[src/rtl/param_pkg.sv]
// Shared constants and types for the parameter register bank.
// Latency: n/a (definitions only).
// Backpressure: n/a.
package param_pkg;

  // Register 0 holds the global mode in bits [1:0]
  localparam int ADDR_MODE = 0;

  localparam logic [1:0] MODE_0 = 2'd0;
  localparam logic [1:0] MODE_1 = 2'd1;
  localparam logic [1:0] MODE_2 = 2'd2;
  localparam logic [1:0] MODE_3 = 2'd3;

  typedef enum logic {
    IDLE   = 1'b0,
    COMMIT = 1'b1
  } state_t;

endpackage

[src/rtl/param_bank_ctrl_if.sv]
// Bundle of both requester write channels plus the register bank outputs.
// Latency: n/a (wiring only).
// Backpressure: each requester holds valid/addr/data until its ready is seen.
// master: requester side (drives valid/addr/data, observes ready and bank outputs)
// slave : bank side (drives ready, regs_flat, mode, wr_done, wr_err, busy)
interface param_bank_ctrl_if #(
  parameter int NUM_REGS = 8,
  parameter int ADDR_W   = 8,
  parameter int DATA_W   = 16
);

  logic                       req0_valid;
  logic [ADDR_W-1:0]          req0_addr;
  logic [DATA_W-1:0]          req0_data;
  logic                       req0_ready;
  logic                       req1_valid;
  logic [ADDR_W-1:0]          req1_addr;
  logic [DATA_W-1:0]          req1_data;
  logic                       req1_ready;
  logic [NUM_REGS*DATA_W-1:0] regs_flat;
  logic [1:0]                 mode;
  logic                       wr_done;
  logic                       wr_err;
  logic                       busy;

  modport master (
    output req0_valid, req0_addr, req0_data,
    output req1_valid, req1_addr, req1_data,
    input  req0_ready, req1_ready,
    input  regs_flat, mode, wr_done, wr_err, busy
  );

  modport slave (
    input  req0_valid, req0_addr, req0_data,
    input  req1_valid, req1_addr, req1_data,
    output req0_ready, req1_ready,
    output regs_flat, mode, wr_done, wr_err, busy
  );

endinterface

[src/rtl/rr_arb2.sv]
// Two-way round-robin arbiter with a registered priority pointer.
// Latency: grant is combinational from req/en/pointer; pointer updates on the grant edge.
// Backpressure: no grant while en is low; pointer only moves when a grant is issued.
// Ports: clk, rst (async, active-high), req[1:0], en, grant[1:0] (one-hot or zero).
module rr_arb2 (
  input  logic       clk,
  input  logic       rst,
  input  logic [1:0] req,
  input  logic       en,
  output logic [1:0] grant
);

  // ptr names the requester that wins when both request
  logic ptr;

  always_comb begin
    grant = 2'b00;
    if (en) begin
      case (req)
        2'b01:   grant = 2'b01;
        2'b10:   grant = 2'b10;
        2'b11:   grant = ptr ? 2'b10 : 2'b01;
        default: grant = 2'b00;
      endcase
    end
  end

  // After any grant, priority goes to the other requester, even if the
  // winner was alone, so a lone requester never accumulates priority.
  always_ff @(posedge clk or posedge rst) begin
    if (rst) begin
      ptr <= 1'b0;
    end else if (grant[0]) begin
      ptr <= 1'b1;
    end else if (grant[1]) begin
      ptr <= 1'b0;
    end
  end

endmodule

[src/rtl/param_bank_ctrl.sv]
// Shared parameter register bank with a round-robin two-requester write path.
// Latency: transfer in cycle N, register/mode/wr_done|wr_err visible in N+2.
// Backpressure: ready only in IDLE for the granted requester; one write per 2 cycles max.
// Ports: clk, rst (async, active-high), bus (slave side of param_bank_ctrl_if:
//   two valid/addr/data/ready write channels, regs_flat, mode, wr_done, wr_err, busy).
module param_bank_ctrl
  import param_pkg::*;
#(
  parameter int NUM_REGS = 8,
  parameter int ADDR_W   = 8,
  parameter int DATA_W   = 16
) (
  input  logic               clk,
  input  logic               rst,
  param_bank_ctrl_if.slave   bus
);

  state_t            state;
  state_t            state_nxt;
  logic [1:0]        grant;
  logic [ADDR_W-1:0] lat_addr;
  logic [DATA_W-1:0] lat_data;
  logic              addr_ok;
  logic              wr_done_q;
  logic              wr_err_q;
  logic [DATA_W-1:0] regs [NUM_REGS];

  rr_arb2 u_arb (
    .clk   (clk),
    .rst   (rst),
    .req   ({bus.req1_valid, bus.req0_valid}),
    .en    (state == IDLE),
    .grant (grant)
  );

  always_ff @(posedge clk or posedge rst) begin
    if (rst) begin
      state <= IDLE;
    end else begin
      state <= state_nxt;
    end
  end

  always_comb begin
    state_nxt = state;
    case (state)
      IDLE:    if (|grant) state_nxt = COMMIT;
      COMMIT:  state_nxt = IDLE;
      default: state_nxt = IDLE;
    endcase
  end

  // Capture the granted request; it is committed in the following cycle
  always_ff @(posedge clk or posedge rst) begin
    if (rst) begin
      lat_addr <= '0;
      lat_data <= '0;
    end else if (grant[0]) begin
      lat_addr <= bus.req0_addr;
      lat_data <= bus.req0_data;
    end else if (grant[1]) begin
      lat_addr <= bus.req1_addr;
      lat_data <= bus.req1_data;
    end
  end

  // Full-width compare: addresses beyond the bank are dropped, never wrapped
  assign addr_ok = (32'(lat_addr) < NUM_REGS);

  always_ff @(posedge clk or posedge rst) begin
    if (rst) begin
      for (int k = 0; k < NUM_REGS; k++) regs[k] <= '0;
    end else if (state == COMMIT && addr_ok) begin
      for (int k = 0; k < NUM_REGS; k++) begin
        if (32'(lat_addr) == k) regs[k] <= lat_data;
      end
    end
  end

  always_ff @(posedge clk or posedge rst) begin
    if (rst) begin
      wr_done_q <= 1'b0;
      wr_err_q  <= 1'b0;
    end else begin
      wr_done_q <= (state == COMMIT) &&  addr_ok;
      wr_err_q  <= (state == COMMIT) && !addr_ok;
    end
  end

  always_comb begin
    bus.regs_flat = '0;
    for (int k = 0; k < NUM_REGS; k++) bus.regs_flat[k*DATA_W +: DATA_W] = regs[k];
  end

  assign bus.req0_ready = grant[0];
  assign bus.req1_ready = grant[1];
  assign bus.mode       = regs[ADDR_MODE][1:0];
  assign bus.wr_done    = wr_done_q;
  assign bus.wr_err     = wr_err_q;
  assign bus.busy       = (state == COMMIT);

endmodule
[src/flat_wrapper.sv]
// flat-port wrapper written by rule: the top's interface ports become plain ports
module param_bank_ctrl_flat import param_pkg::*;
#(
  parameter int NUM_REGS = 8,
  parameter int ADDR_W   = 8,
  parameter int DATA_W   = 16
)
  (clk, rst, bus_req0_valid, bus_req0_addr, bus_req0_data, bus_req1_valid, bus_req1_addr, bus_req1_data, bus_req0_ready, bus_req1_ready, bus_regs_flat, bus_mode, bus_wr_done, bus_wr_err, bus_busy);
  param_bank_ctrl_if #(.NUM_REGS(NUM_REGS), .ADDR_W(ADDR_W), .DATA_W(DATA_W)) bus_i ();
  input  logic clk;
  input  logic rst;
  input wire logic [$bits(bus_i.req0_valid)-1:0] bus_req0_valid;
  input wire logic [$bits(bus_i.req0_addr)-1:0] bus_req0_addr;
  input wire logic [$bits(bus_i.req0_data)-1:0] bus_req0_data;
  input wire logic [$bits(bus_i.req1_valid)-1:0] bus_req1_valid;
  input wire logic [$bits(bus_i.req1_addr)-1:0] bus_req1_addr;
  input wire logic [$bits(bus_i.req1_data)-1:0] bus_req1_data;
  output wire logic [$bits(bus_i.req0_ready)-1:0] bus_req0_ready;
  output wire logic [$bits(bus_i.req1_ready)-1:0] bus_req1_ready;
  output wire logic [$bits(bus_i.regs_flat)-1:0] bus_regs_flat;
  output wire logic [$bits(bus_i.mode)-1:0] bus_mode;
  output wire logic [$bits(bus_i.wr_done)-1:0] bus_wr_done;
  output wire logic [$bits(bus_i.wr_err)-1:0] bus_wr_err;
  output wire logic [$bits(bus_i.busy)-1:0] bus_busy;
  assign bus_i.req0_valid = bus_req0_valid;
  assign bus_i.req0_addr = bus_req0_addr;
  assign bus_i.req0_data = bus_req0_data;
  assign bus_i.req1_valid = bus_req1_valid;
  assign bus_i.req1_addr = bus_req1_addr;
  assign bus_i.req1_data = bus_req1_data;
  assign bus_req0_ready = bus_i.req0_ready;
  assign bus_req1_ready = bus_i.req1_ready;
  assign bus_regs_flat = bus_i.regs_flat;
  assign bus_mode = bus_i.mode;
  assign bus_wr_done = bus_i.wr_done;
  assign bus_wr_err = bus_i.wr_err;
  assign bus_busy = bus_i.busy;
  param_bank_ctrl #(.NUM_REGS(NUM_REGS), .ADDR_W(ADDR_W), .DATA_W(DATA_W)) u_core (.clk(clk), .rst(rst), .bus(bus_i));
endmodule
[config.mk]
export PLATFORM = sky130hd
export DESIGN_NAME = param_bank_ctrl_flat
export DESIGN_NICKNAME = d
export VERILOG_FILES = /design/src/rtl/param_pkg.sv /design/src/rtl/param_bank_ctrl_if.sv /design/src/rtl/rr_arb2.sv /design/src/rtl/param_bank_ctrl.sv /design/src/flat_wrapper.sv
export SDC_FILE = /design/constraint.sdc
export NUM_CORES = 1
export LEC_CHECK = 0
export CAP_MARGIN = 20
export CORE_MARGIN = 2
export CORE_UTILIZATION = 47
export CTS_BUF_LIST = sky130_fd_sc_hd__clkbuf_8 sky130_fd_sc_hd__clkbuf_16
export CTS_CLUSTER_SIZE = 16
export DETAILED_ROUTE_END_ITERATION = 8
export PLACE_DENSITY = 0.77
export SYNTH_ARGS = -nofsm -noshare
export SYNTH_HDL_FRONTEND = slang
export SYNTH_SLANG_ARGS = --single-unit
[constraint.sdc]
create_clock -name clk -period 7 [get_ports clk]
set_input_delay 1.4 -clock clk [delete_from_list [all_inputs] [get_ports clk]]
set_output_delay 1.4 -clock clk [all_outputs]
set_load 0.02 [all_outputs]
After elaboration in Yosys (flattened, before gate mapping)
Cells that the tools add are included.

Register bits after elaboration: 156. Bits in latches: 0. Bits in writable memories: 0. Bits in read-only memories: 0. Bits of input ports: 52. Output and inout bits: 135. Word-level logic and storage cells: 51. Memories: 0.

Add/sub/neg operators: 0. $mul: 0. Divide/modulo/power cells: 0. Magnitude comparators: 1. Equality and inequality tests: 10. Shifts and indexed selects: 0. Mux-type cells: 11. Bitwise logic cells: 1. Reduce and logical (&&, ||, !) cells: 14.

Operator list (count): $eq A8 B3 Y1 const B (4); $mux W16 (2); $eq A8 B2 Y1 const B (2); $mux W8 (2); $reduce_and A2 Y1 (8); $eq A8 B1 Y1 const B (1); $logic_not A8 Y1 (1); $lt A8 B4 Y1 const B (1); $pmux W2 S3 (1); $eq A2 B2 Y1 const B (2); $mux W2 (2); $mux W1 (3); $eq A2 B1 Y1 const B (1); $logic_and A1 B1 Y1 (2); $pmux W1 S2 (1); $reduce_bool A2 Y1 (1); $reduce_or A2 Y1 (1); $logic_not A1 Y1 (1); $not A1 Y1 (1).

Depth between registers and ports, before layout
Gate-level depths: netlist of run 1.

Depth in word-level cells: 6. Gate-level depth with buffers: 6. Gate-level depth less buffers: 3.

Cells and area by module
A second synthesis of run 1 with hierarchy kept.

Cells, all modules: 409. Area, all modules: 6226.0 µm².

Modules (own cells, without submodules): param_bank_ctrl (times used 1, cells an instance 400, area an instance 6160.9 µm², sequential area each 3878.7 µm²); rr_arb2 (times used 1, cells an instance 9, area an instance 65.1 µm², sequential area each 25.0 µm²).

Worst setup path after synthesis of run 1
No wires, ideal clock.

Path type: input-to-output. Start point: input bus_req1_valid. End point: output bus_req1_ready. Arrival: 2.204 ns. Required time: 5.600 ns. Path slack: 3.396 ns. Cell stages on the path: 3. Path buffers: 1. Path through: nand2b_1 > a21oi_1 > clkbuf_1.

Word-level cells in the longest chain between the ends: 3. Elaborated cells on any way between the ends: 5. Those cells by class: eq/ne (3); mux (2).

RTL lines: start: declaration (line flat_wrapper.sv:15) `input wire logic [$bits(bus_i.req1_valid)-1:0] bus_req1_valid;`; $eq A2 B2 Y1 or $eq A2 B1 Y1 (tied branches) (line rr_arb2.sv:19) `case (req)`; $pmux W2 S3 * (line rr_arb2.sv:19); $mux W2 * (line rr_arb2.sv:18) `if (en) begin`; end: declaration (line flat_wrapper.sv:19) `output wire logic [$bits(bus_i.req1_ready)-1:0] bus_req1_ready;`.

Every way passes the cells marked *; elsewhere a longest branch is shown, timed or not.

Worst setup path after layout of run 1
Same ends and word-level chain as after synthesis.

==> results.py, run 1 <==
metrics = {
    "outcome": {
        "outcome": "finished clean",
    },
    "routing": {
        "routed_via_density": 5.30,
        "antenna_left": 0,
        "drc_errors": 0,
        "drt_wl_total_um": 15400,
        "drt-initial-drc-count": 267,
        "num_vias": 3998,
        "first_pass_iters": 4,
        "wl_per_cell_um": 20.5,
    },
    "timing": {
        "slew_headroom_pct": 30.9,
        "min_period_ns": 4.51,
        "fin_crit_sh_pct": 64.4,
        "worstMarginPinSlew_ns": 1.03,
        "final_max_slew_viol_count": 0,
        "whs_ns": 0.503,
        "fin_skew_ns": 0.00979,
        "setup_violations": 0,
        "finalHoldViolCount": 0,
        "max_freq_mhz": 222,
        "rsz0062_at_grt": "false",
        "totalNegativeSetupSlack_ns": 0,
    },
    "synthesis": {
        "synth-compound-area-share_pct": 4.32,
        "synth_seq_cells": 156,
        "avgSynthCellArea_um2": 16.0,
        "synthesis.nets": 431,
        "ys_seq_area_share_pct": 64.2,
        "synthXorXnorAreaFrac_pct": 0,
        "synthAdderAreaFrac_pct": 0,
        "ys_warn_count": 0,
        "synth_area_leaders": "dfrtp_1 (64%), mux2_2 (22%), a221o_1 (4.0%)",
        "synthMuxAreaShare_pct": 24.3,
        "synth-simple-area-share_pct": 5.11,
        "syn_area_mm2": 0.00608,
        "synth_cells": 379,
        "synth_top_family_by_area": "multiplexers",
        "synth_top_area_share_pct": 64.2,
        "yosysTopAreaCell": "dfrtp_1",
        "synthDistinctLibCells": 28,
    },
    "hold_path": {
        "hold_start": "u_core.bus.regs_flat[98]",
        "hp-class": "flop to flop",
    },
    "pwr": {
        "p_sw_share_pct": 31.6,
        "p_switching_mw": 1.09,
        "p_leak_nw": 4.05,
        "clockPowerShare_pct": 26.1,
        "power_density_mw_per_mm2": 395,
        "pwr-share-seq_pct": 39.7,
        "p_int_mw": 2.34,
        "combinationalPowerShare_pct": 34.2,
        "peakVddDrop_uv": 186,
    },
    "clock_network": {
        "cts_tree": "yes",
        "clk_pin_slew_ns": 0.06,
        "cts-buffers-inserted": 17,
        "clock-sinks": 156,
        "cts_resized": 0,
        "cts_root_buffer": "clkbuf_16",
        "insertion_delay_ns": 0.41,
        "clockBufferDepth": 2,
        "ctsHtreeMaxLevel": 4,
        "ctsHoldBuffers": 0,
        "postCtsSetupBuffers": 0,
    },
    "critical_path": {
        "crit_type": "input port to output port",
        "max_stage_delay_ns": 0.67,
        "cp-start-kind": "input port",
        "arrival_ns": 3.11,
        "r2r-start": "u_core.lat_addr[7]",
        "end_kind": "output port",
        "path_max_fanout": 25,
        "crit_path_start": "bus_req1_valid",
        "crit_path_top_delay_cell": "clkdlybuf4s50_1",
        "path_cells": "clkdlybuf4s50_1 > nand2b_1 > a21oi_2 > buf_4 > clkdlybuf4s50_1",
        "required_ns": 5.60,
        "crit_top_cell": "clkdlybuf4s50_1",
    },
    "layout": {
        "n_fill_cell": 927,
        "multi_input_area_mm2": 0.00208,
        "finalNetCount": 622,
        "ff_latch_area_mm2": 0.00390,
        "drive_above_1_share_pct": 29.4,
        "mostFrequentLayoutCells": "clkdlybuf4s50_1 (186), dfrtp_1 (156), mux2_2 (118)",
        "antennaDiodeCount": 0,
        "syn2layout_area_growth_pct": 43.0,
        "final_common_cell": "clkdlybuf4s50_1",
    },
    "die": {
        "start_util_pct": 48.2,
        "die-area_mm2": 0.0139,
        "core_mm2": 0.0126,
        "die_width_um": 118,
        "die_h_um": 118,
        "rows": 41,
        "io_pins": 187,
    },
    "global_routing": {
        "grt_remaining_overflow": 0,
        "grt_max_degree": 105,
        "first_global_vias": 4212,
        "grt_use_total_pct": 22.9,
        "grt_pass1_wl_um": 24400,
        "antenna_found_initial": 0,
    },
    "placed_design": {
        "port_buffers": 186,
        "hpwl_um": 10900,
        "place.gp.congestion": 0.796,
    },
    "job": {
        "cap_violations": 0,
    },
}
[per-stage QoR]
stage                     setup WS [ns]  instances  cell area, µm²  util (%)  power, mW
after floorplan                    1.39        379            6080         -       1.92
after global placement             2.55        723            8110      64.2       2.52
after detailed placement           2.51        723            8110      64.2       2.55
after CTS                          2.50        754            8690      68.9       3.46
after global routing               2.44        754            8690      68.9       3.58
final                              2.49        754            8690      68.9       3.43
[state kept, by name, summed over array words and instances (netlist names)]
| signal | cells |
|---|---|
| u_core.bus.regs_flat | 126 |
| u_core.lat_data | 16 |
| u_core.lat_addr | 8 |
| u_core.bus.mode | 2 |
| u_core.bus.busy | 1 |
| u_core.bus.wr_done | 1 |
| u_core.bus.wr_err | 1 |
| u_core.u_arb.ptr | 1 |
[synthesized netlist by cell type]
cell	count
dfrtp_1	156
mux2_2	118
a221o_1	24
and2_1	24
clkbuf_1	10
mux2_4	10
buf_2	3
inv_1	3
nand2b_1	3
nand3_1	3
a21oi_1	2
buf_4	2
buf_6	2
nand3b_1	2
nor2_1	2
nor3b_2	2
or4_4	2
and2_2	1
and3_1	1
and3b_1	1
buf_12	1
nand2_1	1
nor2b_1	1
nor3_2	1
nor3b_1	1
nor4_1	1
o21ai_0	1
o21bai_1	1
[final timing paths]
check | end | slack [ns] | cells past startpoint
min in group asynchronous | u_core.bus.regs_flat[3] | 1.57 | 2
max in group asynchronous | u_core.bus.regs_flat[61] | 4.19 | 3
hold / removal | u_core.bus.regs_flat[98] | 0.50 | 1
setup / recovery | bus_req1_ready | 2.49 | 5
hold reg to reg | u_core.bus.regs_flat[98] | 0.50 | 1
setup reg to reg | u_core.bus.regs_flat[38] | 4.44 | 3
[layer usage]
layer	track usage (%)	part of all wire, %
met2	35.7	47
met5	0	0
met1	31.1	44
met3	8.24	8.5
met4	4.89	0.19
[power groups by stage]
stage	Clock, mW	Sequential (mW)	Combinational [mW]
final	0.896	1.36	1.17
after global routing	0.950	1.40	1.22
after CTS	0.908	1.36	1.18
after detailed placement	0	1.38	1.18
after global placement	0	1.36	1.15
after floorplan	0	1.60	0.317
[worst max-delay path: cells and delay by family]
kind / cells / cell delay, ns
compound gates: 1 / 0.11
simple gates: 1 / 0.10
buf+inv: 3 / 1.49
[area by class of cell]
class                   count  area share, %
clock buffers              20           5.37
clock inverters            11           1.38
inverters                   3          0.187
multi-input cells         202           23.9
flip-flops and latches    156           44.9
well taps                 172           2.48
repair buffers            190           21.8
[cells by family (layout without fill, tap and decap cells)]
family | count (synthesis) | count (layout)
compound gates | 28 | 28
buf+inv | 21 | 224
simple gates | 46 | 46
mux | 128 | 128
flops | 156 | 156
No activity file was read; power rests on OpenSTA's default activity.
==> run 2: changes to the inputs <==
--- a/config.mk
+++ b/config.mk
@@ -7,11 +7,11 @@
 export LEC_CHECK = 0
 export CAP_MARGIN = 20
 export CORE_MARGIN = 2
-export CORE_UTILIZATION = 47
+export CORE_UTILIZATION = 42
 export CTS_BUF_LIST = sky130_fd_sc_hd__clkbuf_8 sky130_fd_sc_hd__clkbuf_16
 export CTS_CLUSTER_SIZE = 16
 export DETAILED_ROUTE_END_ITERATION = 8
-export PLACE_DENSITY = 0.77
+export PLACE_DENSITY = 0.73
 export SYNTH_ARGS = -nofsm -noshare
 export SYNTH_HDL_FRONTEND = slang
 export SYNTH_SLANG_ARGS = --single-unit
==> constraint.sdc (replaced) <==
create_clock -name clk -period 3.8 [get_ports clk]
set_input_delay 0.76 -clock clk [delete_from_list [all_inputs] [get_ports clk]]
set_output_delay 0.76 -clock clk [all_outputs]
set_load 0.02 [all_outputs]
==> run 2 against run 1 <==
Sequential power rose by 85%. Highest routed layer unchanged. Die area rose by 11%. Non-clock buffer count rose by 2. Final cell count rose by 1.5%. Sequential cell count did not move. Largest power group unchanged. Design area rose by 1.2%. Clock power rose by 110%. Critical path depth fell by 1. Clock skew fell by 0.0055 ns. Power rose by 90%. Sequential share of layout area fell by 0.53 points.
==> results.py, run 2 (synthesized netlist as in run 1, its figures left out) <==
metrics = {
    "timing": {
        "totalNegativeSetupSlack_ns": 0,
        "final_max_slew_viol_count": 0,
        "fin_skew_ns": 0.00430,
        "fin_crit_sh_pct": 76.9,
        "slew_headroom_pct": 30.4,
        "rsz0062_at_grt": "false",
        "min_period_ns": 2.92,
        "max_freq_mhz": 342,
        "worstMarginPinSlew_ns": 1.04,
        "setup_violations": 0,
        "finalHoldViolCount": 0,
    },
    "layout": {
        "final_cell_area_mm2": 0.00880,
        "antennaDiodeCount": 0,
        "mostFrequentLayoutCells": "clkdlybuf4s50_1 (186), dfrtp_1 (156), mux2_2 (118)",
        "final_common_cell": "clkdlybuf4s50_1",
        "syn2layout_area_growth_pct": 44.7,
        "ff_latch_area_mm2": 0.00390,
        "final_util_pct": 62.9,
        "finalNetCount": 624,
        "largest_reg_flops": 126,
        "multi_input_area_mm2": 0.00208,
        "drive_above_1_share_pct": 29.7,
        "n_fill_cell": 1060,
    },
    "critical_path": {
        "cp-start-kind": "input port",
        "r2r-start": "u_core.lat_addr[6]",
        "crit_path_start": "bus_req0_valid",
        "arrival_ns": 2.16,
        "crit_type": "input port to output port",
        "end_kind": "output port",
        "r2r_slack_ns": 1.31,
        "ff2ff_path_depth": 3,
        "required_ns": 3.04,
        "path_max_fanout": 3,
    },
    "hold_path": {
        "hp-class": "flop to flop",
        "hold_depth": 1,
        "hold_start": "u_core.bus.regs_flat[40]",
    },
    "global_routing": {
        "grt_use_total_pct": 20.3,
        "grt_remaining_overflow": 0,
        "grt_pass1_wl_um": 24100,
        "first_global_vias": 4199,
        "antenna_found_initial": 0,
        "grt_max_degree": 114,
    },
    "clock_network": {
        "cts_tree": "yes",
        "clockBufferDepth": 2,
        "insertion_delay_ns": 0.42,
        "ctsHtreeMaxLevel": 4,
        "clk_pin_slew_ns": 0.06,
        "ctsHoldBuffers": 0,
        "cts_root_buffer": "clkbuf_16",
        "cts_resized": 0,
        "cts-buffers-inserted": 17,
        "postCtsSetupBuffers": 0,
        "clock-sinks": 156,
    },
    "die": {
        "die_width_um": 124,
        "rows": 43,
        "io_pins": 187,
        "core_mm2": 0.0140,
        "start_util_pct": 43.4,
        "die-area_mm2": 0.0154,
        "die_h_um": 124,
    },
    "placed_design": {
        "port_buffers": 186,
        "place.gp.congestion": 0.759,
        "hpwl_um": 10500,
        "place_area_mm2": 0.00815,
    },
    "pwr": {
        "peakVddDrop_uv": 324,
        "power_density_mw_per_mm2": 739,
        "p_leak_nw": 4.11,
    },
    "routing": {
        "drt-initial-drc-count": 208,
        "num_vias": 3961,
        "first_pass_iters": 5,
        "drt_wl_total_um": 15300,
        "drc_errors": 0,
        "routed_via_density": 5.18,
        "antenna_left": 0,
        "wl_per_cell_um": 20.0,
    },
    "outcome": {
        "outcome": "finished clean",
    },
    "job": {
        "cap_violations": 0,
    },
}
run 2: path summary, 6_finish.rpt:
| path | end |
|---|---|
| max | bus_req0_ready |
| min | u_core.bus.regs_flat[40] |
| max reg2reg | u_core.bus.regs_flat[22] |
| min reg2reg | u_core.bus.regs_flat[40] |
| max in group asynchronous | u_core.bus.regs_flat[80] |
| min in group asynchronous | u_core.bus.regs_flat[18] |
run 2: final cells by class:
cell class | instances | area share (%)
flip-flops and latches | 156 | 44.4
well taps | 180 | 2.56
repair buffers | 192 | 21.8
inverters | 3 | 0.171
multi-input cells | 202 | 23.7
clock inverters | 13 | 2.25
clock buffers | 19 | 5.15
run 2: critical path: stages:
cell,delay (ns)
clkdlybuf4s50_1,0.53
nand2b_1,0.10
a21oi_2,0.14
clkdlybuf4s50_1,0.63
run 2: per-stage QoR:
step / cells / setup WS (ns) / hold slack (ns) / power, mW
floorplan: 379 / 1.07 / 0.479 / 3.54
global placement: 733 / 0.885 / 0.488 / 4.65
detailed placement: 733 / 0.886 / 0.492 / 4.70
CTS: 765 / 0.881 / 0.506 / 6.58
global route: 765 / 0.830 / 0.515 / 6.79
finish: 765 / 0.878 / 0.502 / 6.50
run 2: layer usage:
| layer | wire [µm] | global-route usage (%) |
|---|---|---|
| met1 | 6480 | 25.6 |
| met2 | 7270 | 32.3 |
| met3 | 1190 | 7.04 |
| met4 | 392 | 7.87 |
| met5 | 0 | 0 |
run 2: report_power, final:
group          switching, mW  internal (mW)
combinational          0.981           1.17
sequential             0.372           2.14
clock                  0.646           1.19
total                   2.00           4.50
==> run 3: changes to the inputs <==
--- a/config.mk
+++ b/config.mk
@@ -7,11 +7,11 @@
 export LEC_CHECK = 0
 export CAP_MARGIN = 20
 export CORE_MARGIN = 2
-export CORE_UTILIZATION = 42
+export CORE_UTILIZATION = 47
 export CTS_BUF_LIST = sky130_fd_sc_hd__clkbuf_8 sky130_fd_sc_hd__clkbuf_16
 export CTS_CLUSTER_SIZE = 16
 export DETAILED_ROUTE_END_ITERATION = 8
-export PLACE_DENSITY = 0.73
+export PLACE_DENSITY = 0.77
 export SYNTH_ARGS = -nofsm -noshare
 export SYNTH_HDL_FRONTEND = slang
 export SYNTH_SLANG_ARGS = --single-unit
==> constraint.sdc (replaced) <==
create_clock -name clk -period 2.8 [get_ports clk]
set_input_delay 0.56 -clock clk [delete_from_list [all_inputs] [get_ports clk]]
set_output_delay 0.56 -clock clk [all_outputs]
set_load 0.02 [all_outputs]
==> run 3 against run 2 <==
Clock power increased by 7%. Largest cell class unchanged. Sequential share of layout area increased by 0.50 points. Final cell count decreased by 0.65%. Largest power group unchanged. Clock skew is 0.0054 ns higher.
==> results.py, run 3 (synthesized netlist as in run 1, its figures left out) <==
metrics = {
    "outcome": {
        "outcome": "finished clean",
    },
    "critical_path": {
        "r2r_slack_ns": 0.60,
        "required_ns": 2.24,
        "cp-start-kind": "input port",
        "crit_type": "input port to output port",
        "arrival_ns": 1.92,
        "crit_path_start": "bus_req0_valid",
        "r2r-start": "u_core.lat_addr[7]",
        "end_kind": "output port",
        "path_max_fanout": 3,
        "ff2ff_path_depth": 3,
        "worstReg2RegEnd": "u_core.bus.regs_flat[68]",
    },
    "routing": {
        "drt-initial-drc-count": 224,
        "first_pass_iters": 4,
        "drc_errors": 0,
        "wl_per_cell_um": 20.5,
        "antenna_left": 0,
        "num_vias": 4021,
        "drt_wl_total_um": 15600,
        "routed_via_density": 5.29,
    },
    "global_routing": {
        "grt_util_met3_pct": 9.54,
        "grt_remaining_overflow": 0,
        "grt.busiest_layer": "met2",
        "grt_use_total_pct": 23.6,
        "antenna_found_initial": 1,
        "grt_max_degree": 92,
        "grt_pass1_wl_um": 24900,
        "grt_use_met1_pct": 30.0,
        "first_global_vias": 4260,
        "met2_usage_pct": 37.0,
    },
    "timing": {
        "fin_crit_sh_pct": 88.7,
        "fin_skew_ns": 0.00974,
        "totalNegativeSetupSlack_ns": 0,
        "max_freq_mhz": 403,
        "slew_headroom_pct": 54.4,
        "worstMarginPinSlew_ns": 0.678,
        "rsz0062_at_grt": "false",
        "finalHoldViolCount": 0,
        "min_period_ns": 2.48,
        "setup_violations": 0,
        "final_max_slew_viol_count": 0,
    },
    "die": {
        "rows": 41,
        "io_pins": 187,
        "start_util_pct": 48.2,
        "core_mm2": 0.0126,
        "die-area_mm2": 0.0139,
        "die_h_um": 118,
        "die_width_um": 118,
    },
    "clock_network": {
        "ctsHoldBuffers": 0,
        "clockBufferDepth": 2,
        "cts-buffers-inserted": 17,
        "cts_root_buffer": "clkbuf_16",
        "cts_resized": 0,
        "clock-sinks": 156,
        "clk_pin_slew_ns": 0.05,
        "ctsHtreeMaxLevel": 4,
        "cts_tree": "yes",
        "insertion_delay_ns": 0.42,
        "postCtsSetupBuffers": 0,
    },
    "hold_path": {
        "hold_start": "u_core.bus.regs_flat[7]",
        "hp-class": "flop to flop",
        "hold_depth": 1,
        "holdPathEnd": "u_core.bus.regs_flat[7]",
    },
    "placed_design": {
        "hpwl_um": 11000,
        "place_area_mm2": 0.00820,
        "place.gp.congestion": 0.784,
        "port_buffers": 186,
    },
    "layout": {
        "finalNetCount": 631,
        "largest_reg_flops": 126,
        "syn2layout_area_growth_pct": 43.1,
        "drive_above_1_share_pct": 29.4,
        "antennaDiodeCount": 0,
        "mostFrequentLayoutCells": "clkdlybuf4s50_1 (186), dfrtp_1 (156), mux2_2 (118)",
        "final_common_cell": "clkdlybuf4s50_1",
        "final_cell_area_mm2": 0.00870,
    },
    "pwr": {
        "p_int_mw": 5.66,
        "clockPowerShare_pct": 23.7,
        "peakVddDrop_uv": 477,
        "p_sw_share_pct": 32.1,
        "power_density_mw_per_mm2": 958,
        "p_leak_nw": 4.09,
        "finalPower_mw": 8.33,
        "p_switching_mw": 2.68,
        "combinationalPowerShare_pct": 35.3,
        "pwr-share-seq_pct": 41.0,
    },
    "job": {
        "cap_violations": 0,
    },
}
[run 3: layer usage]
layer | vias to the layer above | routed length, µm
li1 | 1775 | -
met1 | 2068 | 6760
met2 | 165 | 7360
met3 | 13 | 1310
met4 | 0 | 170
met5 | - | 0
[run 3: power by group through the flow]
stage / clock (mW) / sequential [mW] / combinational, mW
floorplan: 0 / 4.01 / 0.794
global placement: 0 / 3.41 / 2.90
detailed placement: 0 / 3.45 / 2.96
CTS: 2.02 / 3.42 / 2.97
global route: 2.11 / 3.51 / 3.09
finish: 1.97 / 3.42 / 2.94
[run 3: per-stage QoR]
stage / util, % / instances / setup slack [ns] / hold WS [ns]
3_5_place_dp: 65.0 / 732 / 0.328 / 0.493
4_1_cts: 68.9 / 760 / 0.317 / 0.505
2_1_floorplan: - / 379 / 0.267 / 0.479
3_3_place_gp: 65.0 / 732 / 0.320 / 0.487
6_report: 68.9 / 760 / 0.318 / 0.502
5_1_grt: 68.9 / 760 / 0.243 / 0.516
[run 3: critical path, cell delays in order]
cell             delay (ns)
clkdlybuf4s50_1        0.52
nand2b_1               0.10
a21oi_2                0.13
clkdlybuf4s50_1        0.62
[run 3: final cells by class]
cell class / instances / area, µm²
inverter: 3 / 15.0
timing repair buffer: 199 / 1980
fill: 923 / 3920
tap: 172 / 215
clock buffer: 20 / 467
sequential: 156 / 3900
multi-input combinational: 202 / 2080
clock inverter: 8 / 33.8
[run 3: worst max path at each step]
stage / end / slack, ns / depth (start not counted)
after CTS: bus_req0_ready / 0.32 / 4
after detailed placement: bus_req0_ready / 0.33 / 4
after floorplan: u_core.bus.busy / 0.27 / 1
final: bus_req0_ready / 0.32 / 4
after global routing: bus_req0_ready / 0.24 / 4
after global placement: bus_req0_ready / 0.32 / 4
==> patch, RTL diff (config.mk and constraints of run 3) <==
`NUM_REGS` is set to 8 in 3 places; all go to 16.
--- a/src/rtl/param_bank_ctrl_if.sv
+++ b/src/rtl/param_bank_ctrl_if.sv
@@ -4,7 +4,7 @@
 // master: requester side (drives valid/addr/data, observes ready and bank outputs)
 // slave : bank side (drives ready, regs_flat, mode, wr_done, wr_err, busy)
 interface param_bank_ctrl_if #(
-  parameter int NUM_REGS = 8,
+  parameter int NUM_REGS = 16,
   parameter int ADDR_W   = 8,
   parameter int DATA_W   = 16
 );
--- a/src/rtl/param_bank_ctrl.sv
+++ b/src/rtl/param_bank_ctrl.sv
@@ -6,7 +6,7 @@
 module param_bank_ctrl
   import param_pkg::*;
 #(
-  parameter int NUM_REGS = 8,
+  parameter int NUM_REGS = 16,
   parameter int ADDR_W   = 8,
   parameter int DATA_W   = 16
 ) (
--- a/src/flat_wrapper.sv
+++ b/src/flat_wrapper.sv
@@ -1,7 +1,7 @@
 // flat-port wrapper written by rule: the top's interface ports become plain ports
 module param_bank_ctrl_flat import param_pkg::*;
 #(
-  parameter int NUM_REGS = 8,
+  parameter int NUM_REGS = 16,
   parameter int ADDR_W   = 8,
   parameter int DATA_W   = 16
 )
Interface: changed (resized bus_regs_flat); port bits go from 187 to 315. The function was not compared with the original's and may differ.
==> patch against run 3 <==
- combinational power grew 67%
- worst setup slack lost 110 ps
- maximum frequency shrank 4.3%
- total power grew 79%
- routed wire length grew 87%
- cell area grew 79%
- largest power group unchanged
- synthesized cell count grew 78%
- largest cell class unchanged
- area after synthesis grew 81%
- sequential cell count grew 128
==> patch: results (changes against run 3) <==
synthesis:
  ys_seq_area_share_pct: 64.8  # +0.55 points
  synth_compound_area_share_pct: 2.40  # -1.9 points
  synthTopCellsByCount: "dfrtp_1, mux2_2, clkbuf_1, and2_1, a221o_1"
  synth_cell_type_count: 27  # -3.6%
  syn-instance-count: 676  # +78%
  synth.yosys.warnings: 0  # unchanged
  yosys-top-cells-area: "dfrtp_1, mux2_2, a221o_1, and2_1, mux2_4"
  syn_nets: 728  # +69%
  synthMuxAreaShare_pct: 26.6  # +2.3 points
worst_setup_path:
  crit_path_start: "bus_req1_valid"
  rr_worst_depth: 4  # +1
  r2r-end: "u_core.bus.regs_flat[20]"
  crit_arrival_ps: 2030  # +110 ps
  timing.rr.start: "u_core.lat_addr[6]"
  reg2reg_slack_ps: 440  # -160 ps
  crit_end: "bus_req1_ready"
final_layout:
  drive_above_1_share_pct: 33.9  # +4.5 points
  fillers: 1608  # +74%
  largest_reg_flops: 254  # +100%
  fin_cells: 1341  # +76%
  fin_nets: 1057  # +68%
clock_tree:
  clock_latency_ps: 540  # +120 ps
  cts_htree_levels: 1  # -3
  cts-root-buf: "clkbuf_16"
  clk_pin_slew_worst_paths_ps: 50  # about the same
  post_cts_buffers: 0  # unchanged
  clockBufferDepth: 3  # +1
  cts_buffers: 30  # +13
  ctsResizeCount: 0  # unchanged
sta:
  skew_ps: 26.4  # +16.6 ps
  hold_slack_ps: 287  # -215 ps
  fmaxAchievable_mhz: 386  # -4.3%
  tightestPinTransition_ps: 799  # +120 ps
detailed_routing:
  top_layer_used: "met4"
  viasPerCell: 5.18  # -2.1%
  drt-pass1-iter-count: 4  # unchanged
  met3_length_um: 1810  # +39%
  wl_met1_um: 12000  # +77%
  wire_per_inst_um: 21.7  # +5.7%
  wl_met2_um: 14500  # +97%
  drtIter0Drc: 315  # +41%
placement:
  place_congestion: 0.794  # +1.3%
  hpwl_um: 20000  # +82%
  port_buffers: 314  # +69%
  dp_cells: 1286  # +76%
  pre_cts_slack_ps: 244  # -83.8 ps
global_route:
  grt_pass1_vias: 7290  # +71%
  grt_max_degree: 120  # +30%
  grt_pass1_wl_um: 43800  # +76%
  grtUsageTotal_pct: 23.4  # -0.18 points
power:
  cellLeakagePower_uw: 0.00729  # +78%
  vdd_ir_drop_max_uv: 564  # +18%
min_path:
  min_path_type: "input port to asynchronous set/reset pin"
outcome:
  status: "complete, no violations"
patch: changes by cell type after synthesis, moves of 2 or more:
cell,run 3,this run
clkbuf_1,10,33
nand4_1,0,6
buf_2,3,0
and2_1,24,27
dfrtp_1,156,284
nor3_2,1,4
nor4_4,0,3
mux2_2,118,246
buf_4,2,10
or4_4,2,0
patch: where the power goes:
group	total [uW]	internal (uW)	switching, uW
registers	6050	5160	890
logic	4920	2590	2330
clock network	3910	2320	1590
total	14900	10100	4810
patch: layout make-up:
cell class                 count  share of cell area [%]
tap                          313                    2.52
clock buffer                  36                    5.43
antenna                        1                  0.0161
clock inverter                18                   0.941
sequential                   284                    45.7
timing repair buffer         343                    22.0
inverter                       3                  0.0965
multi-input combinational    343                    23.3
patch: kinds of logic (layout without fill, tap and decap cells):
kind of cell / Yosys count / after routing
flops: 284 / 284
simple gates: 59 / 59
other cells: 0 / 1
mux: 256 / 256
buf+inv: 49 / 400
compound gates: 28 / 28
patch: through the flow:
step / setup TNS (ps) / area [um^2]
finish: 0 / 15600
global route: 0 / 15600
CTS: 0 / 15600
detailed placement: 0 / 14600
global placement: 0 / 14600
floorplan: -432610 / 11000
patch: layer usage:
metal	vias to the layer above	GRT usage, %
li1	3079	-
met1	3593	29.6
met2	223	40.0
met3	52	5.79
met4	0	7.16
met5	-	0
patch: critical path, stage by stage:
cell and delay (ps):
clkdlybuf4s50_1 540, nand2b_1 100, a21oi_2 140, clkdlybuf4s50_1 690
